--- src/rtl/seg_scan_capture.sv ---
// rtl/seg_scan_capture.sv - rebuilds four digits from a multiplexed active-low 7-segment scan bus.
// Optional saturating select-error counter: define SEG_SCAN_CAPTURE_ERRCNT_EN.
module seg_scan_capture #(
  parameter int STABLE_CNT = 1,
  parameter int TIMEOUT    = 1024
) (
  input  logic       clk,
  input  logic       rst,
  input  logic [5:0] seg_sel,
  input  logic [6:0] seg_data,
  output logic [6:0] digit_raw_0,
  output logic [6:0] digit_raw_1,
  output logic [6:0] digit_raw_2,
  output logic [6:0] digit_raw_3,
  output logic [3:0] digit_hex_0,
  output logic [3:0] digit_hex_1,
  output logic [3:0] digit_hex_2,
  output logic [3:0] digit_hex_3,
  output logic [3:0] digit_valid,
  output logic [3:0] digit_fresh,
  output logic       frame_done,
  output logic       sel_err,
  output logic [7:0] err_count
);

  localparam logic [7:0]  STABLE_TH  = 8'(STABLE_CNT);
  localparam logic [15:0] TIMEOUT_TH = 16'(TIMEOUT);

  logic [5:0]  sel_q, sel_q2;
  logic [6:0]  data_q, data_q2;
  logic [7:0]  run_cnt;
  logic [6:0]  raw_r   [4];
  logic [3:0]  hex_r   [4];
  logic [15:0] tmo_cnt [4];
  logic [3:0]  valid_r, fresh_r, seen;
  logic [3:0]  sel_hit, cap, seen_next;
  logic        sel_illegal, stable;
  logic [4:0]  glyph;

  // Returns {valid, hex} for an active-low segment pattern.
  function automatic logic [4:0] decode_glyph(input logic [6:0] p);
    logic [4:0] r;
    case (p)
      7'h40:   r = {1'b1, 4'h0};
      7'h79:   r = {1'b1, 4'h1};
      7'h24:   r = {1'b1, 4'h2};
      7'h30:   r = {1'b1, 4'h3};
      7'h19:   r = {1'b1, 4'h4};
      7'h12:   r = {1'b1, 4'h5};
      7'h02:   r = {1'b1, 4'h6};
      7'h78:   r = {1'b1, 4'h7};
      7'h00:   r = {1'b1, 4'h8};
      7'h10:   r = {1'b1, 4'h9};
      7'h08:   r = {1'b1, 4'hA};
      7'h03:   r = {1'b1, 4'hB};
      7'h46:   r = {1'b1, 4'hC};
      7'h21:   r = {1'b1, 4'hD};
      7'h06:   r = {1'b1, 4'hE};
      7'h0E:   r = {1'b1, 4'hF};
      default: r = 5'b0_0000;
    endcase
    return r;
  endfunction

  // Stage 1 registers the bus; stage 2 holds the pair together with its run length.
  always_ff @(posedge clk) begin
    if (rst) begin
      sel_q   <= 6'h3F;
      data_q  <= 7'h7F;
      sel_q2  <= 6'h3F;
      data_q2 <= 7'h7F;
      run_cnt <= 8'd0;
    end else begin
      sel_q   <= seg_sel;
      data_q  <= seg_data;
      sel_q2  <= sel_q;
      data_q2 <= data_q;
      if ({sel_q, data_q} != {sel_q2, data_q2})
        run_cnt <= 8'd1;
      else if (run_cnt != 8'hFF)
        run_cnt <= run_cnt + 8'd1;
    end
  end

  always_comb begin
    sel_hit     = 4'b0000;
    sel_illegal = 1'b0;
    case (sel_q2)
      6'b011111: sel_hit = 4'b0001;
      6'b101111: sel_hit = 4'b0010;
      6'b110111: sel_hit = 4'b0100;
      6'b111011: sel_hit = 4'b1000;
      6'b111111: sel_hit = 4'b0000;
      default:   sel_illegal = 1'b1;
    endcase
  end

  assign stable    = (run_cnt >= STABLE_TH);
  assign cap       = stable ? sel_hit : 4'b0000;
  assign seen_next = seen | cap;
  assign glyph     = decode_glyph(data_q2);

  always_ff @(posedge clk) begin
    if (rst) begin
      for (int i = 0; i < 4; i++) begin
        raw_r[i]   <= 7'h7F;
        hex_r[i]   <= 4'h0;
        tmo_cnt[i] <= 16'd0;
      end
      valid_r    <= 4'b0000;
      fresh_r    <= 4'b0000;
      seen       <= 4'b0000;
      frame_done <= 1'b0;
      sel_err    <= 1'b0;
    end else begin
      sel_err <= sel_illegal;
      for (int i = 0; i < 4; i++) begin
        if (cap[i]) begin
          raw_r[i]   <= data_q2;
          hex_r[i]   <= glyph[3:0];
          valid_r[i] <= glyph[4];
          fresh_r[i] <= 1'b1;
          tmo_cnt[i] <= 16'd0;
        end else if (tmo_cnt[i] != TIMEOUT_TH) begin
          tmo_cnt[i] <= tmo_cnt[i] + 16'd1;
          if (tmo_cnt[i] + 16'd1 == TIMEOUT_TH)
            fresh_r[i] <= 1'b0;
        end
      end
      // The completing capture is folded into the pulse, so seen restarts empty.
      if (seen_next == 4'b1111) begin
        frame_done <= 1'b1;
        seen       <= 4'b0000;
      end else begin
        frame_done <= 1'b0;
        seen       <= seen_next;
      end
    end
  end

`ifdef SEG_SCAN_CAPTURE_ERRCNT_EN
  logic [7:0] err_cnt_r;
  always_ff @(posedge clk) begin
    if (rst)
      err_cnt_r <= 8'd0;
    else if (sel_illegal && err_cnt_r != 8'hFF)
      err_cnt_r <= err_cnt_r + 8'd1;
  end
  assign err_count = err_cnt_r;
`else
  assign err_count = 8'h00;
`endif

  assign digit_raw_0 = raw_r[0];
  assign digit_raw_1 = raw_r[1];
  assign digit_raw_2 = raw_r[2];
  assign digit_raw_3 = raw_r[3];
  assign digit_hex_0 = hex_r[0];
  assign digit_hex_1 = hex_r[1];
  assign digit_hex_2 = hex_r[2];
  assign digit_hex_3 = hex_r[3];
  assign digit_valid = valid_r;
  assign digit_fresh = fresh_r;

endmodule

--- config.mk ---
export PLATFORM = sky130hd
export DESIGN_NAME = seg_scan_capture
export DESIGN_NICKNAME = d
export VERILOG_FILES = /design/src/rtl/seg_scan_capture.sv
export SDC_FILE = /design/constraint.sdc
export NUM_CORES = 1
export LEC_CHECK = 0
export CORE_UTILIZATION = 52
export DETAILED_ROUTE_END_ITERATION = 8
export HOLD_SLACK_MARGIN = 0.1
export PLACE_DENSITY = 0.77
export REMOVE_ABC_BUFFERS = 1
export SLEW_MARGIN = 25
export SYNTH_ARGS = -nofsm -noshare
export SYNTH_HDL_FRONTEND = slang
export SYNTH_SLANG_ARGS = --single-unit
--- constraint.sdc ---
create_clock -name clk -period 2.38 [get_ports clk]
set_clock_uncertainty 0.1 [all_clocks]
set_input_delay 0.476 -clock clk [delete_from_list [all_inputs] [get_ports clk]]
set_output_delay 0.476 -clock clk [all_outputs]
set_load 0.03 [all_outputs]
==> out/summary.txt <==
minimum clock period: 2290 ps
Worst-Margin Slew: 573 ps
slack of the critical path: 89.1 ps
clock network power share: 44.8%
grt ovf: 0
flops & latches, synth: 156
H-tree depth: 4
CP cell instances: ha_1 -> nand2_1 -> o21ai_0 -> mux2_2 -> a2111oi_0 -> o2111a_1 -> a31oi_1
# clock sinks: 156
crit path DAT: 2480 ps
die height: 125 um
Avg Inst Size Synth: 10.2 um2
largest net degree at the start of global routing: 43
CP Class: reg -> reg
Slew Viols, Final: 0
fin area: 0.00962 mm2
buffers and inverters on the worst path: 0
via count: 6005
violated checks: DRC
Setup crit end kind: flop
die area: 0.0157 mm2
Row Count: 44
Leak: 0.00354 uW
Comb power frac: 6.9%
clock root buffer: clkbuf_16
Reg clk slew, reported paths: 60 ps
startpoint type of the worst setup path: flop
ANT nets after route: 0
FILL cells: 1078
flop2flop setup slack: 90 ps
Worst EP required: 2570 ps
EDFF count, synth: 108
fin cells: 1059
CP Max Fanout: 7
Final nets: 889
Die W: 125 um
Net Sw Power: 1410 uW
io pins: 77
clock tree from TritonCTS: done
# DRC: 10
antenna cells: 0
area growth from synthesis to layout: 22.0%
max incr delay on CP: 490 ps
maximum clock rate: 437 MHz
period utilisation layout: 96.3%
slowest CP cell: edfxtp_1
number of distinct library cells after synthesis: 65
Cell Pwr Density: 653 mW/mm2
first-pass GRT wire length: 28.4 mm
clock latency on the worst-skew pair: 440 ps
initial antenna violation count: 0
sequential share of the synthesized area: 53.3%
vias per cell: 5.67
share of layout cells above drive strength 1: 13.3%
CTS Buf Count: 17
CP top delay family: compound AO/OA/AOI/OAI gates
Core Region: 0.0146 mm2
final hold vios: 0
# placed instances: 1026
Mapped Area: 0.00788 mm2
pre-CTS setup slack: -0.526 ps
final RePlAce weighted congestion: 0.877
register area: 0.00421 mm2
Power Internal: 4880 uW
final WL: 17.1 mm
initial core utilization: 53.8%
total track usage: 23.0%
Pre-Repair DR Iteration Count: 9
Final Setup Violations: 0
vias in the first global route: 5756
Worst VDD drop: 534 uV
CTS Buffer Depth: 2
outcome: finished, violations left
Hold Crit Class: reg -> reg
WL/cell: 16.2 um
synthesized netlist cell count: 775
dpl hpwl: 12.0 mm
area post-placement: 0.00894 mm2
Worst slew margin: 61.7%
max cap viols: 0
Post-synth top flop: edfxtp_1
Post-synth ARST share: 0%
Starting DRT DRC Count: 480
Seq pwr share: 48.3%
IO buf count: 68
Multi-input gate area: 0.00344 mm2
Yosys warning count: 0
Net Sw Frac: 22.4%
-- placed cells by master, fill, tap and decap left out, types with 23 or more instances in the layout --
cell type / count
nor2_1: 130
edfxtp_1: 108
clkdlybuf4s50_1: 68
nand2_1: 54
dfxtp_1: 47
xnor2_1: 42
xor2_1: 35
or2_2: 31
nand3_1: 29
buf_4: 29
nand4_1: 25
inv_1: 23
-- through the flow --
stage          hold WS [ps]  util, %  TNS [ps]  total power, uW
2_1_floorplan           335        -         0             3320
3_3_place_gp            347     61.1         0             3500
3_5_place_dp            353     61.1     -3.60             3520
4_1_cts                 370     65.4         0             6310
5_1_grt                 385     65.7      -585             6470
6_report                361     65.7         0             6280
-- cells by family (layout without fill, tap and decap cells) --
kind of cell	Yosys count	in the layout	synth area share, %
buffers and inverters	66	159	3.75
muxes	6	6	0.794
AOI/OAI and AO/OA	69	69	5.87
other	1	8	0.0476
and+or+nand+nor	387	387	25.6
adders and majority gates	12	12	1.90
DFF	156	156	53.3
xor gates and xnor gates	78	78	8.67
-- worst paths after layout --
check / start / endpoint / cells after the start
min reg2reg: data_q[6] / data_q2[6] / 1
min: data_q[6] / data_q2[6] / 1
max: tmo_cnt[2][0] / digit_fresh[2] / 7
max reg2reg: tmo_cnt[2][0] / digit_fresh[2] / 7
-- metal layers --
layer  GRT usage [%]  vias up  wire length [um]
met2            38.1      176              8460
met5               0        -                 0
met3            5.73       30               875
met1            28.8     2886              7470
li1                -     2913                 -
met4            9.25        0               301
-- cell type report --
cell class,instances,area share (%)
Timing Repair Buffer,103,10.6
Tap cell,184,2.39
Inverter,24,0.937
Clock buffer,27,6.23
Multi-Input combinational cell,560,35.8
Sequential cell,156,43.7
Clock inverter,5,0.377
-- power groups by stage --
| stage | clock network (uW) | registers [uW] | logic [uW] |
|---|---|---|---|
| floorplan | 0 | 3130 | 190 |
| global placement | 0 | 3090 | 417 |
| detailed placement | 0 | 3090 | 431 |
| CTS | 2850 | 3030 | 434 |
| global route | 2960 | 3040 | 471 |
| finish | 2820 | 3030 | 434 |
-- worst reg2reg max path: cells and delay by family (launching register included) --
family | cells | cell delay (ps)
compound gates | 4 | 850
fa+ha+maj | 1 | 270
flops | 1 | 490
mux | 1 | 280
simple gates | 1 | 160
-- sequential cells by signal (all words and copies together), names as in the netlist, 4 cells and up --
register and count:
digit_valid 4, raw_r 28, digit_fresh 4, run_cnt 8
data_q 7, seen 4, data_q2 7, tmo_cnt 64
hex_r 16, sel_q2 6, sel_q 6
-- repair_timing --
item | 4_1_cts | 5_1_grt
hold buffers | 0 | 0
pin swaps | 0 | 4
buffers inserted | 0 | 1
setup endpoints to repair | 11 | 86
gates resized for setup | 1 | 10
-- synthesized netlist by cell type (13+ instances only) --
cell,count,area [um2]
nand4_1,25,156
nor3_1,22,110
nor4_1,13,81.3
nand2b_1,14,87.6
nor2_1,130,488
a21oi_1,14,70.1
and3_1,18,113
inv_1,24,90.1
or2_2,31,194
nand3_1,30,150
edfxtp_1,108,3240
xnor2_1,43,377
o21ai_0,17,85.1
nand2_1,54,203
xor2_1,35,307
clkbuf_1,25,93.8
dfxtp_1,48,961
Note: power is estimated with default switching activity, not from simulation.
==> RTL change 1: new RTL, same settings <==
Build with the macro `SEG_SCAN_CAPTURE_ERRCNT_EN` defined.
--- a/src/rtl/seg_scan_capture.sv
+++ b/src/rtl/seg_scan_capture.sv
@@ -1,5 +1,7 @@
 // rtl/seg_scan_capture.sv - rebuilds four digits from a multiplexed active-low 7-segment scan bus.
 // Optional saturating select-error counter: define SEG_SCAN_CAPTURE_ERRCNT_EN.
+`define SEG_SCAN_CAPTURE_ERRCNT_EN
+
 module seg_scan_capture #(
   parameter int STABLE_CNT = 1,
   parameter int TIMEOUT    = 1024
Behaviour: not the same (Yosys sat finds a counterexample within 4 cycles, from zero or initial values and one cycle with rst high).
==> RTL change 1 against the original RTL <==
Non-clock buffer count up 32. Cell area up 6.9%. Sequential share of layout area shrank 1.2 points. Global-route usage decreased by 0.33 points. Worst setup slack worse by 14 ps. Total power is 2.0% higher. Sequential power up 4%. Wire length increased by 3.8%. Sequential cell count increased by 8. Synthesized area up 5.0%. Largest power group unchanged. Highest routed layer unchanged.
==> RTL change 1: results (changes against the original RTL) <==
async_flop_share_pct: 0  # unchanged
outcome: "finished clean"
port_buffers: 76  # +12%
grt_pass1_vias: 5824  # +1.2%
fin_cells: 1151  # +8.7%
drt-initial-drc-count: 560  # +17%
nets: 957  # +7.6%
r2r_cells: 8  # +1
routed_wl_um: 17800  # +3.8%
dr.pass1.iters: 5  # -4
netSwitchingFraction_pct: 22.5  # +0.14 points
critPathTopFamily: "simple AND/OR/NAND/NOR gates"
drive_gt1_share_pct: 16.0  # +2.7 points
worst_ep_arrival_time_ps: 2500  # +20 ps
ir_worst_vdd_v: 0.000466  # -13%
num_vias: 6282  # +4.6%
leakage_nw: 3.74  # +5.7%
yosysSeqAreaShare_pct: 52.7  # -0.63 points
grt_max_degree: 26  # -40%
cp-startpoint: "run_cnt[1]"
place_area_sq_mm: 0.00959  # +7.2%
synth_common_cells: "nor2_1, edfxtp_1, dfxtp_1"
clock_path_buffers: 2  # unchanged
grt_pass1_wl_um: 28900  # +1.8%
hpwl_um: 12400  # +3.1%
netlist_instances: 811  # +4.6%
track_usage_pct: 22.6  # -0.33 points
crit_slowest_cell: "or4_4"
dp.cells: 1116  # +8.8%
yosys-top-cells-area: "edfxtp_1, dfxtp_1, nor2_1"
timing.rr.end: "digit_fresh[1]"
RTL change 1: cell types whose count changed in the layout (fill, tap and decap cells not counted), sizes merged, moves of 5 or more:
cell           before  now
nand2b             14   22
dfxtp              48   56
clkdlybuf4s50      68   76
conb                8    0
or3                 8   13
xor2               35   42
or2b                0   11
o31ai               1    6
a21oi              14   20
buf                35   59
RTL change 1: routing by layer:
layer	global-route usage (%)	up-vias	share of wire (%)
met5	0	-	0
met3	5.18	21	5.7
met4	7.82	0	1.5
met1	30.6	2988	46
met2	35.8	177	47
li1	-	3096	-
RTL change 1: logic make-up (layout without fill, tap and decap cells):
kind of cell	count (synthesis)	after routing	synth area share (%)
mux	4	4	0.484
buf+inv	59	188	3.16
simple gates	405	405	26.1
flops	164	164	52.7
fa+ha+maj	16	16	2.39
compound gates	75	75	5.91
xor+xnor	88	88	9.31
RTL change 1: worst min path at each step:
stage          cells past startpoint             end  slack [ps]            from
2_1_floorplan                      2         seen[1]         330         seen[1]
3_3_place_gp                       1      data_q2[0]         340       data_q[0]
3_5_place_dp                       1      data_q2[5]         340       data_q[5]
4_1_cts                            2  digit_valid[1]         360  digit_valid[1]
5_1_grt                            1      data_q2[5]         370       data_q[5]
6_report                           2  digit_valid[1]         360  digit_valid[1]
RTL change 1: power by group through the flow:
stage	Combinational (W)	Clock (W)	Sequential [W]
floorplan	0.000199	0	0.00328
global placement	0.000453	0	0.00322
detailed placement	0.000458	0	0.00322
CTS	0.000467	0.00282	0.00316
global route	0.000516	0.00293	0.00317
finish	0.000473	0.00277	0.00316
RTL change 1: area by class of cell:
| cell class | instances | area [sq um] |
|---|---|---|
| Fill cell | 1184 | 5090 |
| Sequential cell | 164 | 4370 |
| Multi-Input combinational cell | 588 | 3710 |
| Timing Repair Buffer | 135 | 1250 |
| Clock buffer | 23 | 520 |
| Tap cell | 211 | 264 |
| Clock inverter | 9 | 87.6 |
| Inverter | 21 | 78.8 |
RTL change 1: repair_timing:
action | CTS | global route
setup endpoints to repair | 5 | 110
gates resized for setup | 3 | 15
setup buffers | 1 | 2
pin swaps | 1 | 6
RTL change 1: stage by stage:
stage	setup slack, ps	hold WS (ps)	power [W]	setup TNS (ps)
final	74.9	356	0.00641	0
after global routing	-3.69	373	0.00662	-3.69
after CTS	-2.57	357	0.00645	-2.57
after detailed placement	-14.3	344	0.00368	-14.3
after global placement	89.3	340	0.00367	0
after floorplan	70.9	335	0.00347	0
RTL change 1: worst reg2reg max path, cell delays in order, from the launching register on:
cell	delay, ps
dfxtp_2	340
inv_2	50
ha_2	180
nor4b_4	300
a21oi_2	100
and2_4	180
or4_4	510
a311oi_2	270
a41oi_1	140
==> RTL change 2: new RTL, same flow settings <==
Without the edit above. Put a register stage on the outputs `digit_raw_0`, `digit_raw_1`, `digit_raw_2`, `digit_raw_3`, `digit_hex_0`, `digit_hex_1`, `digit_hex_2` and `digit_hex_3`. The values now appear one clock later. The other outputs are not delayed to match.
--- a/src/rtl/seg_scan_capture.sv
+++ b/src/rtl/seg_scan_capture.sv
@@ -151,14 +151,16 @@
   assign err_count = 8'h00;
 `endif
 
-  assign digit_raw_0 = raw_r[0];
-  assign digit_raw_1 = raw_r[1];
-  assign digit_raw_2 = raw_r[2];
-  assign digit_raw_3 = raw_r[3];
-  assign digit_hex_0 = hex_r[0];
-  assign digit_hex_1 = hex_r[1];
-  assign digit_hex_2 = hex_r[2];
-  assign digit_hex_3 = hex_r[3];
+  always_ff @(posedge clk) begin
+    digit_raw_0 <= raw_r[0];
+    digit_raw_1 <= raw_r[1];
+    digit_raw_2 <= raw_r[2];
+    digit_raw_3 <= raw_r[3];
+    digit_hex_0 <= hex_r[0];
+    digit_hex_1 <= hex_r[1];
+    digit_hex_2 <= hex_r[2];
+    digit_hex_3 <= hex_r[3];
+  end
   assign digit_valid = valid_r;
   assign digit_fresh = fresh_r;
 
Check against the original RTL: not equivalent (a bounded check fails within 4 cycles, from zero or initial values and one cycle with rst high).
==> RTL change 2 against the original RTL <==
Worst setup slack lost 35 ps. Sequential cell count grew 44. Total power increased by 13%. Global-route usage shrank 2.6 points. Critical path type unchanged. Count of clock-buffer cells in the layout decreased by 9. Critical path depth grew 3. Cell area is 11% higher. Synthesized area grew 13%. Worst hold slack got worse by 120 ps. Fmax fell by 1.5%. Synthesized cell count grew 6.2%. Wire length is 1.4% higher.
==> RTL change 2: results (changes against the original RTL) <==
synth_compound_area_share_pct: 6.20  # +0.33 points
postLayoutCellArea_sq_mm: 0.0107  # +11%
fillCellCount: 1280  # +19%
num_vias: 6215  # +3.5%
dr.pass1.iters: 7  # -2
path_max_fanout: 6  # -1
leakage_nw: 3.95  # +12%
crit_slowest_cell: "or4_4"
nets: 954  # +7.3%
whs_path_depth: 0  # -1
slowest_delay_ps: 550  # +60 ps
postCtsSetupBuffers: 1  # +1
drive_gt1_share_pct: 17.6  # +4.3 points
preCtsSetupSlack_ps: -60.0  # -59.5 ps
synth_warnings: 0  # unchanged
multi_input_gates: 563  # +0.54%
hpwl_um: 12300  # +2.7%
post_drt_wl_per_cell_um: 15.0  # -7.2%
yosys.area_share.adder_pct: 1.97  # +0.068 points
drt-initial-drc-count: 443  # -7.7%
place_area_sq_mm: 0.0100  # +12%
n_all_buffers: 121  # +17%
grt_pass1_vias: 5659  # -1.7%
n_clock_buffer: 18  # -33%
outcome: "finished clean"
synth-xor-area-share_pct: 7.59  # -1.1 points
synth.area.mux_share_pct: 0.113  # -0.68 points
buf_share_pct: 10.4  # -0.15 points
routed_wl_um: 17400  # +1.4%
area_growth_syn_to_layout_pct: 20.4
yosysUniqueCellTypes: 63  # -3.1%
gp_congestion: 0.890  # +1.5%
r2r_cells: 10  # +3
seq_cell_count: 200  # +28%
syn_avg_cell_area_sq_um: 10.8  # +6.1%
grt_max_degree: 30  # -30%
clk_share_pct: 5.51  # -1.1 points
dp.cells: 1124  # +9.6%
seq_share_pct: 47.6  # +3.9 points
yosysSeqAreaShare_pct: 57.3  # +3.9 points
grt_pass1_wl_um: 28500  # +0.17%
synth_common_cells: "edfxtp_1, nor2_1, dfxtp_1"
track_usage_pct: 20.4  # -2.6 points
multi_input_area_sq_mm: 0.00354  # +2.9%
inverters: 22  # -8.3%
==> RTL change 2: metal layers <==
layer,track usage (%),vias up,part of all wire [%]
li1,-,3069,-
met1,28.5,2977,46
met2,32.3,159,48
met3,4.25,10,4.8
met4,5.49,0,0.78
met5,0,-,0
==> RTL change 2: worst max-delay path, delay by kind of cell (launching register included) <==
kind | cells | cell delay, ps
buffers and inverters | 3 | 410
AO/OA/AOI/OAI | 1 | 340
AND/OR/NAND/NOR | 5 | 850
flip-flops | 1 | 350
adder cells (fa/ha/maj) | 1 | 160
==> RTL change 2: worst paths after layout <==
check	start	endpoint	slack, ps
setup reg to reg	run_cnt[0]	seen[3]	50
hold reg to reg	raw_r[3][1]	digit_raw_3[1]	240
hold / removal	raw_r[3][1]	digit_raw_3[1]	240
setup / recovery	run_cnt[0]	seen[3]	50
==> RTL change 2: power by group <==
part,internal (W),leakage (nW),switching (W),total (W)
Clock,0.00143,0.288,0.00139,0.00283
Sequential,0.00371,1.92,0.0000715,0.00378
Combinational,0.000205,1.74,0.000263,0.000468
